--- src/rtl/registro_desp_prog_pkg.sv ---
// Shared mode codes, FSM state codes and types for the programmable shift register.
package registro_desp_prog_pkg;

  typedef logic [1:0] modo_t;
  typedef logic [1:0] rd_state_t;

  localparam modo_t MODO_PUSH  = 2'b00;
  localparam modo_t MODO_CYCLE = 2'b01;
  localparam modo_t MODO_LOAD  = 2'b10;
  localparam modo_t MODO_BURST = 2'b11;

  localparam rd_state_t RD_IDLE  = 2'b00;
  localparam rd_state_t RD_BURST = 2'b01;
  localparam rd_state_t RD_DONE  = 2'b10;

endpackage

--- src/rtl/registro_desp_prog_barrel_shift.sv ---
// Combinational WIDTH-bit shift/rotate by a runtime amount; also returns the bits pushed out,
// right-aligned at bit 0.
module barrel_shift #(
  parameter int WIDTH = 8,
  parameter int SH_W  = 3
) (
  input  logic [WIDTH-1:0] data_i,
  input  logic [SH_W-1:0]  amt_i,
  input  logic             dir_i,
  input  logic             rot_i,
  input  logic [WIDTH-1:0] fill_i,
  output logic [WIDTH-1:0] res_o,
  output logic [WIDTH-1:0] ej_o
);

  localparam int AW = $clog2(WIDTH + 1);

  logic [AW-1:0]    amt_w;
  logic [AW-1:0]    inv_w;
  logic [WIDTH-1:0] mask;
  logic [WIDTH-1:0] fill_m;
  logic [WIDTH-1:0] wrap;

  assign amt_w  = AW'(amt_i);
  assign inv_w  = AW'(WIDTH) - amt_w;
  assign mask   = ~({WIDTH{1'b1}} << amt_w);
  assign fill_m = fill_i & mask;

  // With amt=0 the complementary shift is by WIDTH, which yields 0, so nothing wraps or ejects.
  always_comb begin
    wrap  = '0;
    res_o = data_i;
    ej_o  = '0;
    if (!dir_i) begin
      wrap  = rot_i ? (data_i >> inv_w) : fill_m;
      res_o = (data_i << amt_w) | wrap;
      ej_o  = data_i >> inv_w;
    end else begin
      wrap  = rot_i ? (data_i << inv_w) : (fill_m << inv_w);
      res_o = (data_i >> amt_w) | wrap;
      ej_o  = data_i & mask;
    end
  end

endmodule

--- src/rtl/registro_desp_prog.sv ---
// Programmable universal shift register: PUSH/CYCLE by AMT, parallel LOAD, and a counted
// serial BURST with BUSY/DONE handshake.
//
// state    | meaning
// RD_IDLE  | accepts MODO each enabled cycle
// RD_BURST | shifting one bit per enabled cycle, cnt_q bits remain
// RD_DONE  | one-cycle completion pulse, MODO ignored
module registro_desp_prog
  import registro_desp_prog_pkg::*;
#(
  parameter int WIDTH = 8,
  parameter int SH_W  = 3,
  parameter int CNT_W = 4
) (
  input  logic             clk_i,
  input  logic             rst_i,
  input  logic             enb_i,
  input  modo_t            modo_i,
  input  logic             dir_i,
  input  logic [SH_W-1:0]  amt_i,
  input  logic [CNT_W-1:0] len_i,
  input  logic [WIDTH-1:0] d_i,
  input  logic [WIDTH-1:0] s_in_i,
  output logic [WIDTH-1:0] q_o,
  output logic [WIDTH-1:0] s_out_o,
  output logic             busy_o,
  output logic             done_o
);

  rd_state_t        state_q, state_d;
  logic [CNT_W-1:0] cnt_q, cnt_d;
  logic             dir_q, dir_d;
  logic [WIDTH-1:0] q_q, q_d;
  logic [WIDTH-1:0] s_out_q, s_out_d;

  logic             in_burst;
  logic [SH_W-1:0]  bs_amt;
  logic             bs_dir;
  logic             bs_rot;
  logic [WIDTH-1:0] bs_fill;
  logic [WIDTH-1:0] bs_res;
  logic [WIDTH-1:0] bs_ej;

  // During a burst the shifter is reused as a 1-bit shift in the latched direction.
  assign in_burst = (state_q == RD_BURST);
  assign bs_amt   = in_burst ? SH_W'(1) : amt_i;
  assign bs_dir   = in_burst ? dir_q : dir_i;
  assign bs_rot   = !in_burst && (modo_i == MODO_CYCLE);
  assign bs_fill  = in_burst ? {{(WIDTH-1){1'b0}}, s_in_i[0]} : s_in_i;

  barrel_shift #(
    .WIDTH (WIDTH),
    .SH_W  (SH_W)
  ) u_barrel_shift (
    .data_i (q_q),
    .amt_i  (bs_amt),
    .dir_i  (bs_dir),
    .rot_i  (bs_rot),
    .fill_i (bs_fill),
    .res_o  (bs_res),
    .ej_o   (bs_ej)
  );

  always_comb begin
    state_d = state_q;
    cnt_d   = cnt_q;
    dir_d   = dir_q;
    q_d     = q_q;
    s_out_d = '0;
    case (state_q)
      RD_IDLE: begin
        case (modo_i)
          MODO_LOAD:  q_d = d_i;
          MODO_PUSH: begin
            q_d     = bs_res;
            s_out_d = bs_ej;
          end
          MODO_CYCLE: q_d = bs_res;
          MODO_BURST: begin
            cnt_d   = len_i;
            dir_d   = dir_i;
            state_d = (len_i != '0) ? RD_BURST : RD_DONE;
          end
          default: q_d = q_q;
        endcase
      end
      RD_BURST: begin
        q_d     = bs_res;
        s_out_d = bs_ej;
        cnt_d   = cnt_q - CNT_W'(1);
        if (cnt_q == CNT_W'(1)) state_d = RD_DONE;
      end
      RD_DONE: state_d = RD_IDLE;
      default: state_d = RD_IDLE;
    endcase
  end

  always_ff @(posedge clk_i or posedge rst_i) begin
    if (rst_i) begin
      state_q <= RD_IDLE;
      cnt_q   <= '0;
      dir_q   <= 1'b0;
      q_q     <= '0;
      s_out_q <= '0;
    end else if (enb_i) begin
      state_q <= state_d;
      cnt_q   <= cnt_d;
      dir_q   <= dir_d;
      q_q     <= q_d;
      s_out_q <= s_out_d;
    end
  end

  assign q_o     = q_q;
  assign s_out_o = s_out_q;
  assign busy_o  = (state_q == RD_BURST);
  assign done_o  = (state_q == RD_DONE);

endmodule
--- config.mk ---
export PLATFORM = sky130hd
export DESIGN_NAME = registro_desp_prog
export DESIGN_NICKNAME = d
export VERILOG_FILES = /design/src/rtl/registro_desp_prog_pkg.sv /design/src/rtl/registro_desp_prog_barrel_shift.sv /design/src/rtl/registro_desp_prog.sv
export SDC_FILE = /design/constraint.sdc
export NUM_CORES = 1
export LEC_CHECK = 0
export CORE_UTILIZATION = 50
export CTS_CLUSTER_SIZE = 16
export DETAILED_ROUTE_END_ITERATION = 10
export DONT_BUFFER_PORTS = 1
export GPL_TIMING_DRIVEN = 0
export PLACE_DENSITY_LB_ADDON = 0.2
export SLEW_MARGIN = 15
export SYNTH_ARGS = -nofsm -noshare
export SYNTH_HDL_FRONTEND = slang
export SYNTH_SLANG_ARGS = --single-unit
--- constraint.sdc ---
create_clock -name clk_i -period 2.52 [get_ports clk_i]
set_input_delay 0.504 -clock clk_i [delete_from_list [all_inputs] [get_ports clk_i]]
set_output_delay 0.504 -clock clk_i [all_outputs]
set_load 0.005 [all_outputs]
==> run_results.csv <==
group,metric,value,unit
status,status,"finished with violations",
status,violations,"setup timing",
clock_tree,worstSkewPairLatency,270,ps
route,wl,13.66,mm
grt,antenna_found_initial,0,
timing,worst_slack,-53.63,ps
power,power.leakage,1.281,nW
final_layout,n_antenna_cell,0,
final_layout,n_fill_cell,536,
route,remaining_drc_errors,0,
timing,finalCritPeriodShare,102.1,%
placed_design,io_buffers,0,
setup_path,crit_type,"input port to register",
logic_synthesis,synth.avg_cell_area,7.076,um2
grt,grt-ovfl-total,0,
setup_path,worst_setup_path_start_kind,"input port",
clock_tree,ctsHoldBuffers,0,
grt,grt_pass1_vias,3678,
timing,worstMarginPinSlew,914.2,ps
route,vias,3941,
clock_tree,htreeDepth,1,
power,ir_drop,543.9,uV
setup_path,rrSetupSlack,-30,ps
logic_synthesis,yosysWarnings,0,
floorplanning,num_rows,27,
final_layout,final_util,60.58,%
setup_path,cp-endpoint,"q_o[2]",
logic_synthesis,synth_largest_area_cell,"dfrtp_1",
logic_synthesis,synth_most_common_cell,"nand2_1",
logic_synthesis,synth_edf_count,0,
route,postRouteAntennaNets,0,
timing,relSlewSlack,38.41,%
logic_synthesis,synth_top_area_share,19.60,%
grt,grt_pass1_wl,20.74,mm
logic_synthesis,syn_nets,447,
route,dr.pass1.iters,7,
logic_synthesis,yosys.cell_types.count,74,
setup_path,reg2reg_from,"state_q[0]",
final_layout,nNetsFinal,467,
floorplanning,core,0.005574,mm2
logic_synthesis,synth_ff_type,"dfrtp_1",
floorplanning,ios,47,
floorplanning,start_util,52.68,%
setup_path,r2r-end,"q_o[2]",
timing,rsz0062_at_grt,"yes",
timing,finalCriticalPeriod,2574,ps
clock_tree,numClockSinks,23,
floorplanning,fp.dieW,78.64,um
setup_path,cp_data_arrival_time,2720,ps
final_layout,area_delta_synth_final,15.00,%
power,power_density,1237,mW/mm2
timing,slew_viol_final,0,
final_layout,drive_gt1_share,17.74,%
floorplanning,die_h,78.64,um
logic_synthesis,ys_seq_area_share,19.60,%
floorplanning,die_area,0.006183,mm2
timing,hold_viol,0,
placed_design,gp_congestion,1.091,
clock_tree,cts_tree,"built",
clock_tree,cts_buffers,3,
logic_synthesis,syn_inst,415,
grt,track_usage,44.89,%
clock_tree,clk_pin_slew,90,ps
power,power,4.178,mW
route,via_per_inst,7.789,
setup_path,crit_start,"amt_i[0]",
placed_design,pre_cts_slack,-612.1,ps
timing,fin_skew,2.995,ps
setup_path,crit_fanout,7,
logic_synthesis,netlist_area,0.002937,mm2
timing,fmax,388.6,MHz
setup_path,reg2reg_depth,10,
route,wl_per_cell,26.99,um
setup_path,end_kind,"register",
grt,grt_start_max_net_pins,24,
logic_synthesis,synth_commonest_cells,"45 x nand2_1, 42 x nor2_1, 34 x a21oi_1, 30 x o21ai_0, 23 x dfrtp_1",
timing,finalSetupViolations,1,
clock_tree,cts_buffer_depth,2,
logic_synthesis,ys_ff_latch,23,
logic_synthesis,yosys-top-cells-area,"dfrtp_1 20%, a21oi_1 5.8%, nand2_1 5.8%, nor2_1 5.4%, o21ai_0 5.1%",
logic_synthesis,async_reset_ff_share,100.0,%
hold_path,min_path_type,"input port to asynchronous set/reset pin",
clock_tree,root_buffer,"clkbuf_8",
setup_path,required,2670,ps
placed_design,dpl.hpwl,9.573,mm
run,maxCapViolCount,0,
route,drtIter0Drc,788,
-- layout by cell type, fill, tap and decap left out, types with 3 or more instances in the layout --
master / instances
a211oi_1: 5
a21o_1: 3
a21oi_1: 33
a221o_1: 3
a221oi_1: 5
a2bb2oi_1: 3
a311oi_1: 3
a31oi_1: 7
a32o_1: 3
a32oi_1: 8
buf_1: 3
buf_2: 11
buf_4: 18
buf_6: 3
buf_8: 3
clkbuf_1: 12
clkbuf_8: 3
dfrtp_1: 22
inv_1: 7
mux2_2: 4
mux2i_1: 7
nand2_1: 43
nand2b_1: 9
nand3_1: 16
nand4_1: 5
nor2_1: 41
nor2b_1: 7
nor3_1: 11
o211ai_1: 6
o21a_1: 4
o21ai_0: 30
o21ai_1: 5
o21bai_1: 4
o221ai_1: 3
o22ai_1: 7
o2bb2ai_1: 6
-- logic make-up after synthesis --
logic type / synth area share, %
adders and majority gates: 1.278
buffers and inverters: 8.095
and+or+nand+nor: 26.84
AOI/OAI and AO/OA: 39.92
muxes: 4.261
DFF: 19.60
-- where the power goes --
| group | total (mW) | switching [mW] | internal (mW) |
|---|---|---|---|
| logic | 3.21 | 2.07 | 1.15 |
| registers | 0.722 | 0.207 | 0.515 |
| clock network | 0.242 | 0.132 | 0.111 |
-- worst min path at each step --
stage / end / cells past startpoint
2_1_floorplan: cnt_q[1] / 2
3_3_place_gp: cnt_q[1] / 2
3_5_place_dp: cnt_q[1] / 2
4_1_cts: q_o[3] / 1
5_1_grt: cnt_q[0] / 2
6_report: s_out_o[5] / 1
-- layout make-up --
type	instances	area (um2)	area share (%)
flip-flops and latches	23	576.8	17.08
multi-input cells	344	2278	67.47
inverters	12	55.05	1.630
clock inverters	1	5.005	0.1482
well taps	72	90.09	2.668
clock buffers	3	41.29	1.223
repair buffers	18	146.4	4.335
plain buffers	33	183.9	5.446
-- stage by stage --
step	hold slack, ps	TNS [ps]	cell area (um2)	cells
floorplan	472.6	0	2957	415
global route	363.5	-36.40	3377	506
global placement	491.1	-5462	3047	487
detailed placement	494.7	-3967	3047	487
finish	315.0	-53.63	3377	506
CTS	338.0	0	3289	504
-- sequential cells by signal, summed over array words and instances (netlist names) --
name     count
dir_q        1
cnt_q        4
s_out_o      8
state_q      2
q_o          8
-- critical path, cell delays in order --
cell	delay (ps)
nor2_2	480
nand2_4	130
inv_4	100
ha_4	220
buf_8	130
o32a_1	380
a221oi_2	330
nor2_1	90
a221o_1	360
-- timing repair --
| item | 4_1_cts | 5_1_grt |
|---|---|---|
| pin swaps | 6 | 9 |
| gates cloned | 1 | 0 |
| hold endpoints to repair | 0 | 0 |
| setup endpoints to repair | 15 | 7 |
| resized for setup | 24 | 20 |
| buffers inserted | 13 | 4 |
-- layer usage --
metal / global-route usage (%) / wire (um) / vias up
met5: 0 / 0 / -
met1: 59.17 / 5014 / 1786
met3: 13.72 / 2256 / 119
met2: 65.30 / 5461 / 413
met4: 23.15 / 923 / 0
li1: - / - / 1623
Power figures use the tool's default switching activity.
